===== config.mk =====
export PLATFORM = sky130hd
export DESIGN_NAME = decompress_stream
export DESIGN_NICKNAME = d
export VERILOG_FILES = /design/src/rtl/kyber_pkg.sv /design/src/rtl/decompress_core.sv /design/src/rtl/decompress_stream.sv
export SDC_FILE = /design/constraint.sdc
export NUM_CORES = 1
export LEC_CHECK = 0
export ABC_CLOCK_PERIOD_IN_PS = 9700
export CORE_ASPECT_RATIO = 0.6
export CORE_MARGIN = 2
export CORE_UTILIZATION = 60
export DETAILED_ROUTE_END_ITERATION = 8
export HOLD_SLACK_MARGIN = 0.08
export PLACE_DENSITY = 0.87
export SYNTH_ARGS = -nofsm -noshare
export SYNTH_HDL_FRONTEND = slang
export SYNTH_SLANG_ARGS = --single-unit

===== constraint.sdc =====
create_clock -name clk -period 9.7 [get_ports clk]
set_clock_uncertainty 0.1 [all_clocks]
set_input_delay 1.94 -clock clk [delete_from_list [all_inputs] [get_ports clk]]
set_output_delay 1.94 -clock clk [all_outputs]
set_load 0.03 [all_outputs]

===== src/rtl/kyber_pkg.sv =====
// Shared Kyber constants, coefficient/width types and the decompressor FSM state encoding.
package kyber_pkg;

    localparam int KYBER_Q = 3329;
    localparam int KYBER_N = 256;

    typedef logic [11:0] coeff_t;
    typedef logic [3:0]  dwidth_t;

    typedef enum logic [1:0] {
        ST_IDLE  = 2'd0,
        ST_RUN   = 2'd1,
        ST_DRAIN = 2'd2
    } state_t;

endpackage


===== src/rtl/decompress_core.sv =====
// Combinational Kyber decompression: round(Q * y / 2^d) with y reduced to its low d bits.
module decompress_core
    import kyber_pkg::*;
#(
    parameter int Q  = KYBER_Q,
    parameter int DW = 12
) (
    input  logic [DW-1:0] y,
    input  dwidth_t       d,
    output logic [DW-1:0] coeff
);

    localparam logic [23:0] QW = 24'(Q);

    logic [23:0] y_mask;
    logic [23:0] prod;
    logic [23:0] rnd;
    logic [23:0] sum;

    // d = 0 is only reachable with the legality check disabled; avoid a negative shift there
    always_comb begin
        y_mask = 24'(y) & ((24'd1 << d) - 24'd1);
        prod   = QW * y_mask;
        rnd    = (d == 4'd0) ? 24'd0 : (24'd1 << (d - 4'd1));
        sum    = prod + rnd;
        coeff  = DW'(sum >> d);
    end

endmodule


===== src/rtl/decompress_stream.sv =====
// Streaming polynomial decompressor: FSM, counters and a 2-stage valid/ready pipeline.
// Optional macro DECOMPRESS_D_CHECK_EN rejects start with d outside 1..12 via an err pulse.
//
// state    | meaning
// ST_IDLE  | waiting for start; d latched when accepted
// ST_RUN   | accepting N_COEFF compressed inputs
// ST_DRAIN | inputs closed, flushing pipeline until out_last handshake
module decompress_stream
    import kyber_pkg::*;
#(
    parameter int N_COEFF = KYBER_N,
    parameter int Q       = KYBER_Q,
    parameter int DW      = 12
) (
    input  logic          clk,
    input  logic          rst_n,
    input  logic          start,
    input  logic [3:0]    d_in,
    input  logic          in_valid,
    input  logic [DW-1:0] in_data,
    output logic          in_ready,
    output logic          out_valid,
    output logic [DW-1:0] out_data,
    input  logic          out_ready,
    output logic          out_last,
    output logic          busy,
    output logic          done,
    output logic          err
);

    localparam int CW = $clog2(N_COEFF + 1);
    localparam logic [CW-1:0] CNT_FULL = CW'(N_COEFF);
    localparam logic [CW-1:0] CNT_LAST = CW'(N_COEFF - 1);

    state_t        state, state_nx;
    dwidth_t       d_reg;
    logic [CW-1:0] acc_cnt;
    logic [CW-1:0] out_cnt;
    logic          s1_valid;
    logic [DW-1:0] s1_y;
    logic [DW-1:0] core_coeff;
    logic          s1_adv, s2_adv;
    logic          in_hs, out_hs;
    logic          d_ok, start_ok;

`ifdef DECOMPRESS_D_CHECK_EN
    logic err_q;
    assign d_ok = (d_in != 4'd0) && (d_in <= 4'd12);
    always_ff @(posedge clk or negedge rst_n) begin
        if (!rst_n) err_q <= 1'b0;
        else        err_q <= (state == ST_IDLE) && start && !d_ok;
    end
    assign err = err_q;
`else
    assign d_ok = 1'b1;
    assign err  = 1'b0;
`endif

    assign start_ok = (state == ST_IDLE) && start && d_ok;
    assign busy     = (state != ST_IDLE);

    always_ff @(posedge clk or negedge rst_n) begin
        if (!rst_n) state <= ST_IDLE;
        else        state <= state_nx;
    end

    always_comb begin
        state_nx = state;
        s2_adv   = !out_valid || out_ready;
        s1_adv   = !s1_valid || s2_adv;
        in_ready = (state == ST_RUN) && (acc_cnt < CNT_FULL) && s1_adv;
        in_hs    = in_valid && in_ready;
        out_hs   = out_valid && out_ready;
        case (state)
            ST_IDLE:  if (start_ok) state_nx = ST_RUN;
            ST_RUN:   if (in_hs && (acc_cnt == CNT_LAST)) state_nx = ST_DRAIN;
            ST_DRAIN: if (out_hs && out_last) state_nx = ST_IDLE;
            default:  state_nx = ST_IDLE;
        endcase
    end

    // counters restart whenever the FSM sits in IDLE
    always_ff @(posedge clk or negedge rst_n) begin
        if (!rst_n) begin
            d_reg   <= '0;
            acc_cnt <= '0;
            out_cnt <= '0;
            done    <= 1'b0;
        end else begin
            if (start_ok) d_reg <= d_in;
            if (state == ST_IDLE)      acc_cnt <= '0;
            else if (in_hs)            acc_cnt <= acc_cnt + CW'(1);
            if (state == ST_IDLE)      out_cnt <= '0;
            else if (s2_adv && s1_valid) out_cnt <= out_cnt + CW'(1);
            done <= (state == ST_DRAIN) && out_hs && out_last;
        end
    end

    decompress_core #(.Q(Q), .DW(DW)) u_core (
        .y     (s1_y),
        .d     (d_reg),
        .coeff (core_coeff)
    );

    always_ff @(posedge clk or negedge rst_n) begin
        if (!rst_n) begin
            s1_valid  <= 1'b0;
            s1_y      <= '0;
            out_valid <= 1'b0;
            out_data  <= '0;
            out_last  <= 1'b0;
        end else begin
            if (s1_adv) begin
                s1_valid <= in_hs;
                if (in_hs) s1_y <= in_data;
            end
            if (s2_adv) begin
                out_valid <= s1_valid;
                if (s1_valid) begin
                    out_data <= core_coeff;
                    out_last <= (out_cnt == CNT_LAST);
                end
            end
        end
    end

endmodule


==> impl_results.md <==
* CTS Buffer Depth at 2
* Die H at 82.2 um
* Synth warnings at 0
* Clock Latency Late Sink at approximately 0.29 ns
* Share of layout cells above drive strength 1 at under 10%
* DR WL/cell at approximately 18 um
* Vias in the first global route at about 5k
* Post-route minimum period at just under 8 ns
* Fmax at ~0.13 GHz
* Root buf cell: clkbuf_16
* Cell Int Power at 672 uW
* Initial antenna violation count at 0
* RSZ-0062 raised after global routing: false
* Startpoint types: flop
* NetSw at 594 uW
* Fraction of registers with async set or reset after synthesis at 100%
* Area post-placement at roughly 0.0065 mm2
* CTS Sinks at 52
* Endpoints failing hold at 0
* Starting density of the core at about 62%
* Postcts setup bufs at 0
* Max transition margin at between 20 and 25%
* Switch share at a little under half
* Area growth, synth to finish at 8.61%
* Top Registers: out_data x12, s1_y x12
* Commonest cells in the netlist: ha_1, nand2_1, nor2_1
* Crit Path Category: flop to flop
* Synth area leaders: dfrtp_1, ha_1, fa_1
* Worst EP arrival at 7.86 ns
* # rows at 28
* Status: complete, no violations
* Synth Flop Type: dfrtp_1
* Reg2Reg Depth at 21
* Crit-path max FO at 26
* Number of synthesized register bits at 52
* Finished Cell Area at 0.00664 mm2
* Post-DP HPWL at roughly 12,000 um
* Critical Path RT at 9.77 ns
* LEAKAGE at about 3.4 nW
* Sequential Power Share at 25.9%
* Largest net degree at the start of global routing at 53
* PwrDens at 191 mW/mm2
* Hold WS at between 0.3 and 0.4 ns
* Antenna Violating Nets Remaining at 0
* Setup-failing EPs final at 0
* Fin. max-slew vios at 0
* Post-DR vias/cell at around 6.2
* Post-synth top area share at roughly a fifth
* Final setup TNS at 0 ns
* CTS tree: yes
* Hold depth at 2
* Final Util at between 60% and 70%
* Chip Width at 134 um
* TritonCTS Buffers at 5
* Worst-Margin Slew at 1.14 ns
* Post_cts resized at 0
* Non-filler cells in the finished layout at between 800 and 900
* Post-synthesis cell area at approximately 0.0061 mm2
* Mapped Nets at about 850
* First-pass GRT wire length at between 20,000 and 25,000 um
* Total grt overflow at 0
* Most frequent cell after synthesis: ha_1
* Routability congestion estimate at roughly 1
* Final WL at 15,500 um
* # IOs at 39
* Final Cycle Share at about four fifths
* Buffers on Ports at 37
* Power share of the clock group at 13.6%
* DRT Pass-1 Iters at 6
* Worst-path clk slew at 0.07 ns
* Post-synth EDFFs at 0
* DR vias at ~5.3k
* H-tree Lvls at 2
* Die area at around 0.011 mm2
* Diodes inserted at 0
* CP endpoint kind: flop
* Cells after DPL at roughly 840
* Logic pwr share at 60.5%
* Seq/Total Area, Yosys at between 20% and 30%
* 1st-iter DRT viols at approximately 630
* Synth Instances at 704
* Remaining DRCs at 0
* Worst VDD drop at ~140 uV
* Max-cap viol count at 0
* Fin nets at 855
* Average cell area after synthesis at 8.69 um2
* GRT Total Usage at between 20% and 30%
* Core area at a little under 0.01 mm2
* Area leader, netlist: dfrtp_1
* Hold/Removal Path Class: flop to flop
* Hold buffers post-CTS at 0
* Post-synth cell types at just under 70
-- final cells by class --
type                            count  area (um2)
Clock inverter                      2        12.5
Sequential cell                    52        1300
Tap cell                          135         169
Inverter                           58         218
Fill cell                         782        3240
Clock buffer                        5         125
Timing Repair Buffer               39         380
Multi-Input combinational cell    557        4440
-- placed cells by master, fill, tap and decap left out, types with 17 or more instances in the layout --
master / n
ha_1: 103
nand2_1: 91
nor2_1: 65
inv_1: 57
dfrtp_1: 52
a21oi_1: 36
clkdlybuf4s50_1: 36
mux2i_1: 23
o21ai_0: 22
xor2_1: 22
fa_1: 18
xnor2_1: 17
-- layer usage --
metal / vias up / wire, um / track usage (%)
li1: 2460 / - / -
met1: 2484 / 7270 / 42.1
met2: 293 / 6580 / 44.0
met3: 32 / 1480 / 5.86
met4: 0 / 203 / 5.58
met5: - / 0 / 0
-- final timing paths --
check	from	end	slack, ns
max	d_reg[0]$_DFFE_PN0P_	out_data[4]$_DFFE_PN0P_	1.92
min	s1_y[8]$_DFFE_PN0P_	s1_y[8]$_DFFE_PN0P_	0.38
max reg2reg	d_reg[0]$_DFFE_PN0P_	out_data[4]$_DFFE_PN0P_	1.92
min reg2reg	s1_y[8]$_DFFE_PN0P_	s1_y[8]$_DFFE_PN0P_	0.38
max in group asynchronous	rst_n	s1_y[7]$_DFFE_PN0P_	7.02
min in group asynchronous	rst_n	out_cnt[3]$_DFFE_PN0P_	1.77
-- worst max-delay path, cell delays in order, from the launching register on --
cell	delay [ns]
dfrtp_1	0.97
inv_1	0.65
nand2_1	0.38
nor3_1	0.12
xor2_1	0.19
and2_1	0.24
ha_1	0.34
fa_1	0.47
ha_1	0.33
fa_1	0.54
inv_1	0.05
fa_1	0.53
inv_1	0.05
ha_1	0.53
a21oi_1	0.18
o21ai_0	0.49
nor2_1	0.11
xor2_1	0.27
mux2_2	0.22
mux2i_1	0.11
mux4_1	0.52
mux2_2	0.28
-- kinds of logic after synthesis --
kind of cell | Yosys count | share of synthesized area [%]
other | 2 | 0.123
AOI/OAI and AO/OA | 122 | 13.8
adders and majority gates | 121 | 27.0
and+or+nand+nor | 230 | 17.1
buffers and inverters | 95 | 6.18
muxes | 43 | 9.04
DFF | 52 | 21.3
xor gates and xnor gates | 39 | 5.59
-- metrics by stage --
step,power [mW],setup slack (ns)
after floorplan,0.866,2.81
after global placement,1.04,2.36
after detailed placement,1.07,2.05
after CTS,1.25,2.03
after global routing,1.36,1.52
final,1.27,1.92
-- power by group through the flow --
| stage | clock [mW] | combinational, mW | sequential [mW] |
|---|---|---|---|
| floorplan | 0 | 0.508 | 0.358 |
| global placement | 0 | 0.715 | 0.326 |
| detailed placement | 0 | 0.742 | 0.331 |
| CTS | 0.175 | 0.751 | 0.328 |
| global route | 0.183 | 0.841 | 0.335 |
| finish | 0.172 | 0.766 | 0.328 |
Note: power is estimated with default switching activity, not from simulation.
